[config.mk]
export PLATFORM = sky130hd
export DESIGN_NAME = serial_adder
export DESIGN_NICKNAME = d
export VERILOG_FILES = /design/src/rtl/serial_adder_pkg.sv /design/src/rtl/serial_adder_fa_bit.sv /design/src/rtl/serial_adder.sv
export SDC_FILE = /design/constraint.sdc
export NUM_CORES = 1
export LEC_CHECK = 0
export ABC_AREA = 1
export CORE_UTILIZATION = 52
export DETAILED_ROUTE_END_ITERATION = 16
export PLACE_DENSITY = 0.79
export SETUP_SLACK_MARGIN = 0.2
export SLEW_MARGIN = 30
export SYNTH_ARGS = -nofsm -noshare
export SYNTH_HDL_FRONTEND = slang
export SYNTH_SLANG_ARGS = --single-unit
[constraint.sdc]
create_clock -name clk -period 1.8 [get_ports clk]
set_input_delay 0.27 -clock clk [delete_from_list [all_inputs] [get_ports clk]]
set_output_delay 0.27 -clock clk [all_outputs]
set_load 0.05 [all_outputs]
[src/rtl/serial_adder_pkg.sv]
// Shared types and helpers for the multi-cycle serial adder/subtractor.
package serial_adder_pkg;

    typedef enum logic [1:0] {
        IDLE = 2'd0,
        RUN  = 2'd1,
        DONE = 2'd2
    } state_e;

    // Ceiling log2; returns 0 for values of 0 or 1.
    function automatic int unsigned clog2(input int unsigned value);
        int unsigned res;
        int unsigned v;
        res = 0;
        v   = (value > 0) ? value - 1 : 0;
        while (v != 0) begin
            res++;
            v = v >> 1;
        end
        return res;
    endfunction

endpackage

[src/rtl/serial_adder_fa_bit.sv]
// Combinational 1-bit full adder cell used to build the ripple slice.
module fa_bit (
    input  logic a,
    input  logic b,
    input  logic c,
    output logic sum,
    output logic carry
);

    assign sum   = a ^ b ^ c;
    assign carry = (a & b) | (a & c) | (b & c);

endmodule

[src/rtl/serial_adder.sv]
// Multi-cycle adder/subtractor: BITS_PER_CYCLE bits per clock, LSB first,
// through a ripple slice of full adders and a registered carry.
module serial_adder
    import serial_adder_pkg::*;
#(
    parameter int unsigned WIDTH          = 16,
    parameter int unsigned BITS_PER_CYCLE = 1
) (
    input  logic             clk,
    input  logic             rst,
    input  logic             start,
    input  logic             sub,
    input  logic             cin,
    input  logic [WIDTH-1:0] a,
    input  logic [WIDTH-1:0] b,
    output logic             ready,
    output logic             busy,
    output logic             done,
    output logic [WIDTH-1:0] sum,
    output logic             cout,
    output logic             ovf
);

    localparam int unsigned K     = WIDTH / BITS_PER_CYCLE;
    localparam int unsigned CNT_W = (clog2(K) < 1) ? 1 : clog2(K);
    localparam logic [CNT_W-1:0] LAST = CNT_W'(K - 1);

    if (WIDTH < 2 || BITS_PER_CYCLE < 1 || (WIDTH % BITS_PER_CYCLE) != 0) begin : g_bad_param
        $error("serial_adder: WIDTH must be >= 2 and divisible by BITS_PER_CYCLE");
    end

    state_e             state_q, state_d;
    logic [WIDTH-1:0]   a_q, a_d;
    logic [WIDTH-1:0]   b_q, b_d;
    logic [WIDTH-1:0]   res_q, res_d;
    logic [WIDTH-1:0]   sum_q, sum_d;
    logic [CNT_W-1:0]   cnt_q, cnt_d;
    logic               carry_q, carry_d;
    logic               cout_q, cout_d;
    logic               ovf_q, ovf_d;
    logic               done_q, done_d;
    logic               ready_q, ready_d;
    logic               busy_q, busy_d;

    logic [BITS_PER_CYCLE-1:0] slice_sum;
    logic [BITS_PER_CYCLE:0]   c_chain;
    logic [WIDTH-1:0]          res_shift_c;

    // Ripple slice: carry of cell i feeds cell i+1, seeded by the carry register.
    assign c_chain[0] = carry_q;
    for (genvar i = 0; i < BITS_PER_CYCLE; i++) begin : g_slice
        fa_bit u_fa (
            .a    (a_q[i]),
            .b    (b_q[i]),
            .c    (c_chain[i]),
            .sum  (slice_sum[i]),
            .carry(c_chain[i+1])
        );
    end

    // Slice sums enter the result from the MSB side so the LSB slice ends at bit 0.
    if (K == 1) begin : g_single
        assign res_shift_c = slice_sum;
    end else begin : g_multi
        assign res_shift_c = {slice_sum, res_q[WIDTH-1:BITS_PER_CYCLE]};
    end

    always_comb begin
        state_d = state_q;
        a_d     = a_q;
        b_d     = b_q;
        res_d   = res_q;
        sum_d   = sum_q;
        cnt_d   = cnt_q;
        carry_d = carry_q;
        cout_d  = cout_q;
        ovf_d   = ovf_q;
        done_d  = 1'b0;

        case (state_q)
            IDLE, DONE: begin
                if (start) begin
                    state_d = RUN;
                    a_d     = a;
                    b_d     = sub ? ~b : b;
                    carry_d = sub ? 1'b1 : cin;
                    cnt_d   = '0;
                end
            end
            RUN: begin
                a_d     = a_q >> BITS_PER_CYCLE;
                b_d     = b_q >> BITS_PER_CYCLE;
                res_d   = res_shift_c;
                carry_d = c_chain[BITS_PER_CYCLE];
                cnt_d   = cnt_q + CNT_W'(1);
                if (cnt_q == LAST) begin
                    // Final slice holds the MSB: its top carry-in/out define ovf.
                    state_d = DONE;
                    sum_d   = res_shift_c;
                    cout_d  = c_chain[BITS_PER_CYCLE];
                    ovf_d   = c_chain[BITS_PER_CYCLE-1] ^ c_chain[BITS_PER_CYCLE];
                    done_d  = 1'b1;
                    cnt_d   = '0;
                end
            end
            default: state_d = IDLE;
        endcase

        ready_d = (state_d != RUN);
        busy_d  = (state_d == RUN);
    end

    always_ff @(posedge clk) begin
        if (rst) begin
            state_q <= IDLE;
            a_q     <= '0;
            b_q     <= '0;
            res_q   <= '0;
            sum_q   <= '0;
            cnt_q   <= '0;
            carry_q <= 1'b0;
            cout_q  <= 1'b0;
            ovf_q   <= 1'b0;
            done_q  <= 1'b0;
            ready_q <= 1'b1;
            busy_q  <= 1'b0;
        end else begin
            state_q <= state_d;
            a_q     <= a_d;
            b_q     <= b_d;
            res_q   <= res_d;
            sum_q   <= sum_d;
            cnt_q   <= cnt_d;
            carry_q <= carry_d;
            cout_q  <= cout_d;
            ovf_q   <= ovf_d;
            done_q  <= done_d;
            ready_q <= ready_d;
            busy_q  <= busy_d;
        end
    end

    assign ready = ready_q;
    assign busy  = busy_q;
    assign done  = done_q;
    assign sum   = sum_q;
    assign cout  = cout_q;
    assign ovf   = ovf_q;

endmodule

==> results of run 1 <==
## placed cells by master (no fill, tap or decap), drive strengths merged
cell type	instances
a211oi	1
a21oi	40
buf	13
clkbuf	9
clkdlybuf4s50	36
clkinv	2
dfxtp	75
dlygate4sd2	20
fa	1
ha	1
inv	62
nand2	78
nand3	47
nand4	1
nor2	13
nor3	2
o21ai	68
xnor2	1
xor2	13
## how the worst min path moves through the flow
| stage | from | endpoint | slack, ps | cells after the start |
|---|---|---|---|---|
| 4_1_cts | res_q[3]$_SDFFE_PP0P_ | res_q[3]$_SDFFE_PP0P_ | 470 | 2 |
| 2_1_floorplan | a[15] | a_q[15]$_SDFFE_PP0P_ | 410 | 2 |
| 6_report | res_q[3]$_SDFFE_PP0P_ | res_q[3]$_SDFFE_PP0P_ | 460 | 2 |
| 3_5_place_dp | res_q[3]$_SDFFE_PP0P_ | res_q[3]$_SDFFE_PP0P_ | 450 | 2 |
| 5_1_grt | res_q[15]$_SDFFE_PP0P_ | res_q[15]$_SDFFE_PP0P_ | 490 | 2 |
| 3_3_place_gp | res_q[3]$_SDFFE_PP0P_ | res_q[3]$_SDFFE_PP0P_ | 450 | 2 |
## through the flow
stage          utilization [%]  cell area [um^2]
2_1_floorplan                -              3160
3_3_place_gp              65.0              3830
3_5_place_dp              65.0              3830
4_1_cts                   67.8              3990
5_1_grt                   68.0              4000
6_report                  68.0              4000
## cell usage after synthesis (all sizes together) (2+ instances only)
cell type / number
inv: 57
nor3: 2
nand2: 78
buf: 20
nand3: 47
a21oi: 40
clkbuf: 7
xor2: 13
o21ai: 68
dfxtp: 75
nor2: 13
## registers in the layout (all words and copies together), names as in the netlist, 2 cells and up
name     count
a_q         16
b_q         16
sum         16
res_q       15
cnt_q        4
state_q      2
## cells by family after synthesis
family,Yosys count
AND/OR/NAND/NOR,141
AO/OA/AOI/OAI,109
buffers and inverters,84
flip-flops,75
XOR/XNOR,14
adder cells (fa/ha/maj),2
## metal layers
layer / share of wire [%] / track usage (%)
met5: 0 / 0
met3: 4.2 / 3.43
met4: 0.74 / 10.2
met2: 49 / 38.1
met1: 46 / 26.4
## report_power, final
| part | switching, mW | internal [mW] | total [mW] |
|---|---|---|---|
| Combinational | 0.290 | 0.231 | 0.521 |
| Clock | 0.709 | 0.539 | 1.25 |
| Sequential | 0.0559 | 1.77 | 1.83 |
| Total | 1.05 | 2.54 | 3.59 |
## repair_timing
item                       4_1_cts  5_1_grt
hold buffers                     0        0
gates resized for setup         20        1
setup endpoints to repair       20        6
setup buffers                    0        1
pin swaps                        0        1
## cell type report
cell class | count | share of cell area (%)
Timing Repair Buffer | 69 | 17.1
Clock inverter | 7 | 1.66
Multi-Input combinational cell | 266 | 33.0
Tap cell | 75 | 2.34
Inverter | 57 | 5.34
Clock buffer | 9 | 3.09
Sequential cell | 75 | 37.5
==> flow_summary.ini, run 1 <==
[synthesis]
yosys.area.top_type = dfxtp_1
synth_ff_type = dfxtp_1
synthMuxAreaShare_pct = 0
ys_ff_latch = 75
synth_area_leaders = dfxtp_1 (47%), o21ai_0 (11%), nand2_1 (8.9%), nand3_1 (7.4%), inv_1 (6.4%)
netlist_area_um2 = 3160
synthDistinctLibCells = 22
netlist_instances = 425
syn-num-nets = 464
synth-async-reset-ratio_pct = 0
synth_adder_area_share_pct = 1.03
synth_edf_count = 0
synth_top_area_share_pct = 47.5
synth-simple-area-share_pct = 19.3
ys_seq_area_share_pct = 47.5
synth_area_per_cell_um2 = 7.44
synth_compound_area_share_pct = 17.3
synth-xor-area-share_pct = 3.88
synth_top_family_by_area = simple AND/OR/NAND/NOR gates
ys_warn_count = 0

[floorplanning]
coreArea_um2 = 5890
die_x_um = 80.0
start_util_pct = 53.7
num_rows = 28
die_area_um2 = 6400
ios = 58
die_h_um = 80.0

[clocking]
htreeDepth = 3
tritoncts = built
cts_buffers = 9
clk_pin_slew_worst_paths_ps = 90
cts_sinks = 75
clockBufferDepth = 2
cts-root-buf = clkbuf_8
insertion_delay_ps = 350

[timing]
fmax_mhz = 659
hold_violations = 0
worst_pin_slew_ps = 500
fin_crit_ps = 1520
final.period_utilization_pct = 84.3
setup_viol = 0
rsz0062_at_grt = false
hold_slack_ps = 464
fin_tns_setup_ps = 0
max_slew_margin_pct = 66.8
slew_viol_final = 0
setup_ws_ps = 282
finClkSkew_ps = 11.7

[finish]
syn_to_final_growth_pct = 26.6
final_cells = 558
drive_gt1_share_pct = 7.87
num_antenna_cells = 0
multiInputGateArea_um2 = 1320
fin_nets = 517
regArea_um2 = 1500
nFillCells = 500

[worst_setup_path]
r2r_end = sum[11]$_SDFFE_PP0P_
crit_arrival_ps = 1250
cp_top_family = buffers and inverters
startpoint = sum[5]$_SDFFE_PP0P_
cp-start-kind = flip-flop
reg2reg_depth = 6
crit_slowest_cell = dlygate4sd2_1
rrSetupSlack_ps = 330
regToRegStartpoint = cnt_q[0]$_SDFFE_PP0P_
end_kind = primary output
cp_slowest_stage_delay_ps = 540
worstPathMaxFanout = 2
crit_type = reg -> out
cp.depth = 1
crit_required_ps = 1530
path_cells = dlygate4sd2_1
crit_end = sum[5]
critPathBufInv = 1

[routing]
ant_nets = 0
via_count = 2825
wirelength_mm = 6.52
drt-vias-per-instance = 5.06
first_iter_violations = 180
drt-wirelength-per-cell_um = 11.7
drcViolationCount = 0
firstDrtPassIters = 4

[power]
vdd_drop_max_v = 0.000441
p_total_mw = 3.59
p_leak_nw = 1.87
power.density_nw_per_um2 = 898

[placed_design]
dp_slack_ps = 242
dp.cells = 541
io_buffers = 57
globalplace.congestion = 0.812
dpl.hpwl_mm = 4.40

[grt]
overflow = 0
grt_max_degree = 41
grt_pass1_vias = 2542
grt_pass1_wl_mm = 11.0
antenna_found_initial = 0
track_usage_pct = 22.0

[status]
status = complete, no violations

[job]
drv_cap = 0

[hold_path]
hold_path_class = reg -> reg
(Power assumes the default switching activity.)
==> run 2, diff against run 1 <==
Clock period 1.8 ns to 1.4 ns, I/O delays scaled along.
==> run 2 against run 1 <==
- first-iteration DRC count rose by 17%
- power rose by 42%
- combinational power rose by 53%
- worst setup slack got worse by 140 ps
- non-clock buffer count rose by 9
- clock skew fell by 0.94 ps
- clock power rose by 55%
- utilization rose by 9.4 points
- flip-flop and latch count did not move
- global-route usage rose by 1.6 points
- critical endpoint is now sum[13]$_SDFFE_PP0P_
==> flow_summary.ini, run 2 (synthesis results as in run 1) <==
[power]
p_total_mw = 5.10
p_clk_share_pct = 38.0
combPwrFrac_pct = 15.6
p_leak_nw = 1.98
power.density_nw_per_um2 = 1120
pwr-share-seq_pct = 46.3
p_sw_share_pct = 27.8
vdd_drop_max_v = 0.000704
p_int_mw = 3.68
p_sw_mw = 1.42

[finish]
fin_nets = 528
final_common_cell = nand2_1
num_antenna_cells = 0
postLayoutCellArea_um2 = 4550
final_util_pct = 77.4
final_cell_mix = nand2_1 (74), dfxtp_1 (68), inv_1 (52), nand3_1 (45), a21oi_1 (39)
final_cells = 569
nFillCells = 400
drive_gt1_share_pct = 18.8
syn_to_final_growth_pct = 44.0

[timing]
hold_violations = 0
final.period_utilization_pct = 90.1
setup_ws_ps = 139
worst_pin_slew_ps = 228
hold_slack_ps = 398
setup_viol = 0
finClkSkew_ps = 10.7
rsz0062_at_grt = true
fmax_mhz = 793
fin_crit_ps = 1260
slew_viol_final = 0
max_slew_margin_pct = 84.7
fin_tns_setup_ps = 0

[hold_path]
hold_path_class = in -> reg

[placed_design]
placed_area_um2 = 4090
globalplace.congestion = 0.780
dpl.hpwl_mm = 4.46
dp.cells = 542
dp_slack_ps = -24.7
io_buffers = 57

[floorplanning]
die_x_um = 80.0
die_area_um2 = 6400
ios = 58
coreArea_um2 = 5890
num_rows = 28
start_util_pct = 53.7
die_h_um = 80.0

[clocking]
tritoncts = built
clockBufferDepth = 2
cts_buffers = 9
clk_pin_slew_worst_paths_ps = 80
cts_hold_buf = 0
cts-root-buf = clkbuf_8
cts_sinks = 75
htreeDepth = 3
insertion_delay_ps = 370

[status]
status = complete, no violations

[worst_setup_path]
cp-start-kind = flip-flop
crit_arrival_ps = 1550
crit_type = reg -> reg
cp_top_family = flip-flops
crit_required_ps = 1690
crit_slowest_cell = dfxtp_4
worstPathMaxFanout = 7
path_cells = ha_4 > nand3_4 > nor2_4 > buf_6 > nand2_2 > o21ai_0
end_kind = flip-flop
cp_slowest_stage_delay_ps = 380
critPathBufInv = 1

[grt]
grt_max_degree = 39
track_usage_pct = 23.5
grt_pass1_vias = 2656
overflow = 0
antenna_found_initial = 0
grt_pass1_wl_mm = 11.7

[job]
drv_cap = 0

[routing]
first_iter_violations = 210
drt-wirelength-per-cell_um = 13.5
drcViolationCount = 0
drt-vias-per-instance = 5.33
firstDrtPassIters = 4
via_count = 3033
ant_nets = 0
wirelength_mm = 7.67
==> run 2: timing repair <==
| action | in CTS | in global routing |
|---|---|---|
| pin swaps | 2 | 2 |
| hold endpoints to repair | 0 | 0 |
| gates resized for setup | 11 | 62 |
| buffers inserted | 2 | 6 |
| cloned | 0 | 3 |
| endpoints found under the setup margin | 47 | 59 |
==> run 2: worst paths after layout <==
check | endpoint | from | slack [ps] | depth (start not counted)
hold reg to reg | res_q[5]$_SDFFE_PP0P_ | res_q[5]$_SDFFE_PP0P_ | 470 | 2
setup / recovery | sum[13]$_SDFFE_PP0P_ | cnt_q[1]$_SDFFE_PP0P_ | 140 | 6
hold / removal | a_q[15]$_SDFFE_PP0P_ | a[15] | 400 | 3
setup reg to reg | sum[13]$_SDFFE_PP0P_ | cnt_q[1]$_SDFFE_PP0P_ | 140 | 6
==> run 2: area by class of cell <==
type	instances	area, um^2	share of cell area, %
flip-flops and latches	75	1520	33.3
multi-input cells	267	1430	31.3
repair buffers	78	1060	23.3
inverters	57	221	4.86
clock buffers	9	124	2.72
clock inverters	7	104	2.28
well taps	75	93.8	2.06
repair inverters	1	6.26	0.137
==> run 2: per-layer routing <==
| metal | up-vias | GRT usage [%] | share of wire, % |
|---|---|---|---|
| met5 | - | 0 | 0 |
| met4 | 0 | 11.3 | 3.0 |
| met3 | 20 | 4.91 | 5.2 |
| met2 | 103 | 40.4 | 52 |
| met1 | 1408 | 27.8 | 39 |
| li1 | 1502 | - | - |
==> run 2: worst register-to-register path: stages (launching register included) <==
cell and delay [ps]:
dfxtp_4 380, ha_4 150, nand3_4 90, nor2_4 150, buf_6 150, nand2_2 120, o21ai_0 160
==> run 2: power by group through the flow <==
stage	clock, mW	combinational, mW	sequential, mW
global placement	0	0.671	2.40
CTS	1.94	0.712	2.35
floorplan	0	0.425	2.40
finish	1.94	0.798	2.36
detailed placement	0	0.693	2.40
global route	2.05	0.880	2.38
